File: config.mk
export PLATFORM = sky130hd
export DESIGN_NAME = mp_add_seq
export DESIGN_NICKNAME = d
export VERILOG_FILES = /design/src/rtl/mp_add_seq.sv
export SDC_FILE = /design/constraint.sdc
export NUM_CORES = 1
export LEC_CHECK = 0
export ABC_AREA = 0
export BUFFER_PORTS_ARGS = -buffer_cell sky130_fd_sc_hd__buf_4
export CAP_MARGIN = 30
export CORE_AREA = 5 5 105 181
export CTS_BUF_LIST = sky130_fd_sc_hd__clkbuf_8
export DETAILED_ROUTE_END_ITERATION = 16
export DIE_AREA = 0 0 110 186
export PLACE_DENSITY = 0.82
export SLEW_MARGIN = 20
export SYNTH_ARGS = -nofsm -noshare
export SYNTH_HDL_FRONTEND = slang
export SYNTH_SLANG_ARGS = --single-unit
File: constraint.sdc
create_clock -name clk -period 3.35 [get_ports clk]
set_input_delay 0.1675 -clock clk [delete_from_list [all_inputs] [get_ports clk]]
set_output_delay 0.1675 -clock clk [all_outputs]
set_load 0.01 [all_outputs]
File: src/rtl/mp_add_seq.sv
// Multi-precision add sequencer: walks a 16-bit adder over WORDS slices, LSW first.
// Optional subtract mode is compiled in with `define MP_ADD_SEQ_SUB_EN (adds port in_sub).
module mp_add_seq #(
  parameter int WORDS = 4
) (
  input  logic                  clk,
  input  logic                  rst_n,
  input  logic                  in_valid,
  output logic                  in_ready,
  input  logic [16*WORDS-1:0]   in_a,
  input  logic [16*WORDS-1:0]   in_b,
  input  logic                  in_cin,
`ifdef MP_ADD_SEQ_SUB_EN
  input  logic                  in_sub,
`endif
  output logic                  out_valid,
  input  logic                  out_ready,
  output logic [16*WORDS-1:0]   out_sum,
  output logic                  out_cout,
  output logic [15:0]           add_a,
  output logic [15:0]           add_b,
  output logic                  add_cin,
  input  logic [15:0]           add_sum,
  input  logic                  add_cout
);

  localparam int N  = 16 * WORDS;
  localparam int IW = $clog2(WORDS);
  localparam logic [IW-1:0] LAST_IDX = IW'(WORDS - 1);

  typedef enum logic [1:0] {IDLE, RUN, DONE} state_t;

  state_t        state_reg, state_next;
  logic [IW-1:0] idx_reg, idx_next;
  logic          carry_reg, carry_next;
  logic          cout_reg, cout_next;
  logic [N-1:0]  a_reg, a_next;
  logic [N-1:0]  b_reg, b_next;
  logic [N-1:0]  sum_reg, sum_next;
  logic          run;
  logic          sub_sel;

  logic [15:0]   a_slice [WORDS];
  logic [15:0]   b_slice [WORDS];

`ifdef MP_ADD_SEQ_SUB_EN
  assign sub_sel = in_sub;
`else
  assign sub_sel = 1'b0;
`endif

  assign run = (state_reg == RUN);

  // Only the slice addressed by idx is overwritten; the rest hold.
  genvar gi;
  generate
    for (gi = 0; gi < WORDS; gi++) begin : g_slice
      assign a_slice[gi] = a_reg[16*gi +: 16];
      assign b_slice[gi] = b_reg[16*gi +: 16];
      assign sum_next[16*gi +: 16] = (run && idx_reg == IW'(gi)) ? add_sum
                                                                 : sum_reg[16*gi +: 16];
    end
  endgenerate

  always_ff @(posedge clk) begin
    if (!rst_n) begin
      state_reg <= IDLE;
      idx_reg   <= '0;
      carry_reg <= 1'b0;
      cout_reg  <= 1'b0;
      a_reg     <= '0;
      b_reg     <= '0;
      sum_reg   <= '0;
    end else begin
      state_reg <= state_next;
      idx_reg   <= idx_next;
      carry_reg <= carry_next;
      cout_reg  <= cout_next;
      a_reg     <= a_next;
      b_reg     <= b_next;
      sum_reg   <= sum_next;
    end
  end

  always_comb begin
    state_next = state_reg;
    idx_next   = idx_reg;
    carry_next = carry_reg;
    cout_next  = cout_reg;
    a_next     = a_reg;
    b_next     = b_reg;
    case (state_reg)
      IDLE: begin
        if (in_valid) begin
          a_next     = in_a;
          // Subtract is A + ~B + 1, so the carry-out reads as "no borrow".
          b_next     = sub_sel ? ~in_b : in_b;
          carry_next = sub_sel ? 1'b1 : in_cin;
          idx_next   = '0;
          state_next = RUN;
        end
      end
      RUN: begin
        carry_next = add_cout;
        if (idx_reg == LAST_IDX) begin
          cout_next  = add_cout;
          idx_next   = '0;
          state_next = DONE;
        end else begin
          idx_next = idx_reg + 1'b1;
        end
      end
      DONE: begin
        if (out_ready) state_next = IDLE;
      end
      default: state_next = IDLE;
    endcase
  end

  assign in_ready  = (state_reg == IDLE);
  assign out_valid = (state_reg == DONE);
  assign out_sum   = sum_reg;
  assign out_cout  = cout_reg;
  assign add_a     = run ? a_slice[idx_reg] : 16'h0000;
  assign add_b     = run ? b_slice[idx_reg] : 16'h0000;
  assign add_cin   = run ? carry_reg : 1'b0;

endmodule
### Word level (Yosys, flattened, before mapping)

Index checks and enable logic that the tools add are counted.

* muxes and demuxes: 18
* shifts and indexed selects: 0
* add/sub/neg operators: 1
* magnitude comparators: 1
* equal/unequal tests: 8
* $mul: 0
* bitwise gates (word level): 1
* reduce and logical (&&, ||, !) cells: 11
* divide/modulo/power cells: 0

Operator list (count)
* two-way mux 16 bit: 6
* binary-select mux 16 bit (select 2 bit): 2
* two-way mux 2 bit: 5
* equality test 2 bit, second input constant: 3
* one-hot mux 2 bit (3 select lines): 1
* AND reduction 2 bit: 3
* equality test 2 x 1 -> 1 bit, second input constant: 2
* logical AND 1 bit: 4
* zero test 2 bit: 2
* != test 2 x 1 -> 1 bit, second input constant: 2
* one-hot mux 2 bit (2 select lines): 1
* >= comparator 3 bit, second input constant: 1
* NOT 2 -> 3 bit: 1
* AND reduction 3 bit: 1
* adder 2 x 1 -> 2 bit, second input constant: 1
* two-way mux 1 bit: 2
* != test 2 bit, second input constant: 1
* one-hot mux 1 bit (2 select lines): 1
* nonzero test 2 bit: 1

* latch bits: 0
* memory bits (read-only): 0
* memory bits (writable): 0
* flip-flop bits (word level): 198
* memories kept: 0
* output and inout port bits: 100
* bits of input ports: 150
* word-level logic and storage cells: 50

### Longest topological paths before layout

* word-level depth: 5
* gate-level depth with buffers: 10

### Worst setup path after synthesis

OpenSTA, ideal clock, no wires.

* path kind: register to register
* from: register idx_reg[0]
* to: register sum_reg[11], in the netlist out_sum[11]
* required time: 3228 ps
* arrival time: 1758 ps
* buffers on the path: 5
* stages on the path, launching flop included: 11
* slack: 1470 ps
* path through: dfxtp_1 -> buf_2 -> buf_4 -> buf_2 -> inv_1 -> ha_1 -> and3b_1 -> clkbuf_2 -> buf_2 -> nand2_1 -> a21boi_0

* cells in the longest elaborated chain, start to end: 2

RTL lines
* start, declared: RTL line 34 `logic [IW-1:0] idx_reg, idx_next;`
* start signal, assigned: RTL line 76 `idx_reg <= idx_next;`
* zero test 2 bit: RTL line 60 `assign sum_next[16*gi +: 16] = (run && idx_reg == IW'(gi)) ? add_sum`
* logical AND 1 bit: RTL line 60
* end signal, assigned: RTL line 81 `sum_reg <= sum_next;`
* end, declared: RTL line 39 `logic [N-1:0] sum_reg, sum_next;`

No other way between the ends.
A chain may end at the register's enable or synchronous reset.

### Worst setup path after layout

* from: register state_reg[0]
* to: output add_a[14]

* cells in the longest elaborated chain, start to end: 2

RTL lines
* start, declared: RTL line 33 `state_t state_reg, state_next;`
* start signal, assigned: RTL line 75 `state_reg <= state_next;`
* equality test 2 x 1 -> 1 bit: RTL line 52 `assign run = (state_reg == RUN);`
* two-way mux 16 bit: RTL line 124 `assign add_a = run ? a_slice[idx_reg] : 16'h0000;`
* end, declared: RTL line 20 `output logic [15:0] add_a,`

No other way between the ends.

==> impl_results.md <==
- Leakage: 4.85 nW
- Peak VDD IR: 0.307 mV
- Final Instance Area: 0.0121 mm^2
- Distinct cells, synth: 29
- Pin count of the biggest net entering global routing: 129
- Die Y: 186 um
- Total wire length: 28.7 mm
- Number of global-route vias before repair: 8,400
- Simple-Gate Fraction of Synth Area: 0.192
- DP HPWL: 18.4 mm
- Maximum clock frequency: 377 MHz
- Root buffer cell: clkbuf_8
- Starting Density: 0.487
- Placed cell areas: 0.0103 mm^2
- Critical path class: flop to output port
- GPL Wtd Cong: 0.869
- Status: finished clean
- FFs w/ async S/R, synth: 0
- R2R Path Start: state_reg[0]
- Tot Pwr: 4.91 mW
- Iteration-0 DRC Markers: 435
- CTS sink count: 198
- Top FF cell, synth: dfxtp_1
- CTS clk-pin slew, worst paths: 0.11 ns
- Final nets: 1,485
- Die ar.: 0.0205 mm^2
- Fill cells: 1,202
- Share of the yosys chip area belonging to registers: 0.468
- Layout area overhead: 43.4%
- Critical path fanouts, max: 21
- Rel. slew slack: 0.478
- RSZ-0062 raised after global routing: no
- WP data arrival: 2.48 ns
- Worst path required time: 3.18 ns
- PnR worst setup slack: 0.700 ns
- Worst setup SP type: flop
- FF-to-FF setup slack: 1.09 ns
- DR vias: 8,279
- Cell area after synthesis: 0.00847 mm^2
- Post-Place Worst Slack: 1.24 ns
- Post-Syn Nets: 1,142
- Complex-gate fraction of the synthesized area: 0.200
- Die width: 110 um
- Final max-slew violation count: 0
- Pwr Density: 405 mW/mm^2
- Least-Margin Pin Slew: 0.783 ns
- Largest family of logic cells by synthesized area: compound AO/OA/AOI/OAI gates
- Max Cap Viol: 0
- Clk_lat worst skew: 0.46 ns
- Num CTS Buffers: 17
- CTS tree: done
- Worst setup startpoint: state_reg[0]
- Total gr overflow: 0
- First-pass GRT wire length: 44.4 mm
- I/O Buffers: 249
- DRC Markers: 0
- Avg Vias per Cell: 5.25
- Worst Setup End Kind: output port
- Mapped Cells: 988
- Post-Route Skew: 0.0225 ns
- DRT antenna net count: 0
- Setup Viol. Count Final: 0
- Worst hold path startpoint: in_valid
- GRT Util Overall: 0.284
- TritonRoute pass-1 iters: 6
- Post-synthesis mux area share: 0.0768
- Hold crit path type: input port to flop
- Htree depth: 4
- Sum of negative setup slack: 0 ns
- Hold_buf cts: 146
- Worst-case clock buffer depth: 2
- #FFs+latches synth: 198
- Hold Fails Final Rpt: 0
- Minimum clock period: 2.65 ns
- Post-synth EDFFs: 0
- Wire length per cell: 18.2 um
- IO Count: 250
- Post-CTS Resized: 0
- Share of cells above drive strength 1: 0.220
- Period utilization: 0.791
- Xor-xnor portion of the synthesized cell area: 0
- Post-CTS setup buffers: 0
- Core Footprint: 0.0174 mm^2
- Rows: 64
- Antenna violations before repair: 0
- Synthesized-area fraction occupied by adder cells: 0.00591
- Syn avg cell area: 8.57 um^2
- Yosys warning count: 0
[critical path: stages, from the launching register on]
cell and delay, ns:
dfxtp_1 0.74, nor2b_4 0.31, nand2_1 0.33, buf_16 0.29
o22ai_1 0.17, buf_4 0.17
[synthesized netlist by cell type, types with 4 or more instances]
master / count / area share
buf_4: 5 / 0.0044
nand3b_2: 4 / 0.0053
a21boi_1: 29 / 0.026
o22ai_1: 32 / 0.024
mux2i_1: 65 / 0.077
clkbuf_1: 21 / 0.0093
dfxtp_1: 198 / 0.47
inv_1: 4 / 0.0018
a21boi_0: 164 / 0.15
ha_1: 4 / 0.0059
buf_6: 15 / 0.020
buf_2: 33 / 0.020
nor2b_1: 4 / 0.0030
and3b_1: 4 / 0.0041
nand2_1: 387 / 0.17
[layer usage]
layer	global-route usage	share of wire
met5	0	0
met3	0.0566	0.066
met1	0.287	0.35
met2	0.517	0.53
met4	0.178	0.060
[through the flow]
stage                     hold slack [ns]  instances  utilization
after floorplan                     0.302        988            -
after global placement              0.416       1396        0.590
after detailed placement            0.425       1397        0.591
after CTS                          0.0311       1575        0.699
after global routing               0.0335       1575        0.699
final                              0.0731       1576        0.699
[kinds of logic (layout without fill, tap and decap cells)]
logic type                 count (synthesis)  in the layout
muxes                                     65             65
adders and majority gates                  4              4
other                                      0              1
and+or+nand+nor                          408            408
buffers and inverters                     82            438
DFF                                      198            198
AOI/OAI and AO/OA                        231            231
[worst paths after layout]
path                  endpoint  depth (start not counted)
setup / recovery     add_a[14]                          5
hold / removal    state_reg[0]                          3
setup reg to reg     b_reg[24]                          4
hold reg to reg      a_reg[18]                          2
[power breakdown]
part / switching [mW] / internal [mW]
combinational: 0.382 / 0.414
clock: 0.875 / 0.714
sequential: 0.0680 / 2.46
[cell type report]
| type | instances | area, um^2 | share of cell area |
|---|---|---|---|
| Antenna cell | 1 | 2.50 | 0.000206 |
| Clock buffer | 19 | 262 | 0.0215 |
| Clock inverter | 13 | 144 | 0.0118 |
| Inverter | 4 | 15.0 | 0.00124 |
| Multi-Input combinational cell | 708 | 4030 | 0.331 |
| Sequential cell | 198 | 3970 | 0.327 |
| Tap cell | 231 | 289 | 0.0238 |
| Timing Repair Buffer | 402 | 3440 | 0.283 |
[cells in the final DEF, fill, tap and decap left out, types with 3 or more instances in the layout]
master / synthesis / routed
dfxtp_1: 198 / 197
nor2b_1: 4 / 4
nand3b_2: 4 / 4
a21boi_1: 29 / 29
o22ai_1: 32 / 32
inv_6: 0 / 3
clkbuf_8: 0 / 19
and3b_1: 4 / 4
buf_4: 5 / 252
a21boi_0: 164 / 164
nor2_1: 3 / 3
dlygate4sd3_1: 0 / 146
nand2_1: 387 / 387
buf_12: 0 / 3
ha_1: 4 / 4
mux2i_1: 65 / 65
inv_1: 4 / 5
(Power assumes the default switching activity.)
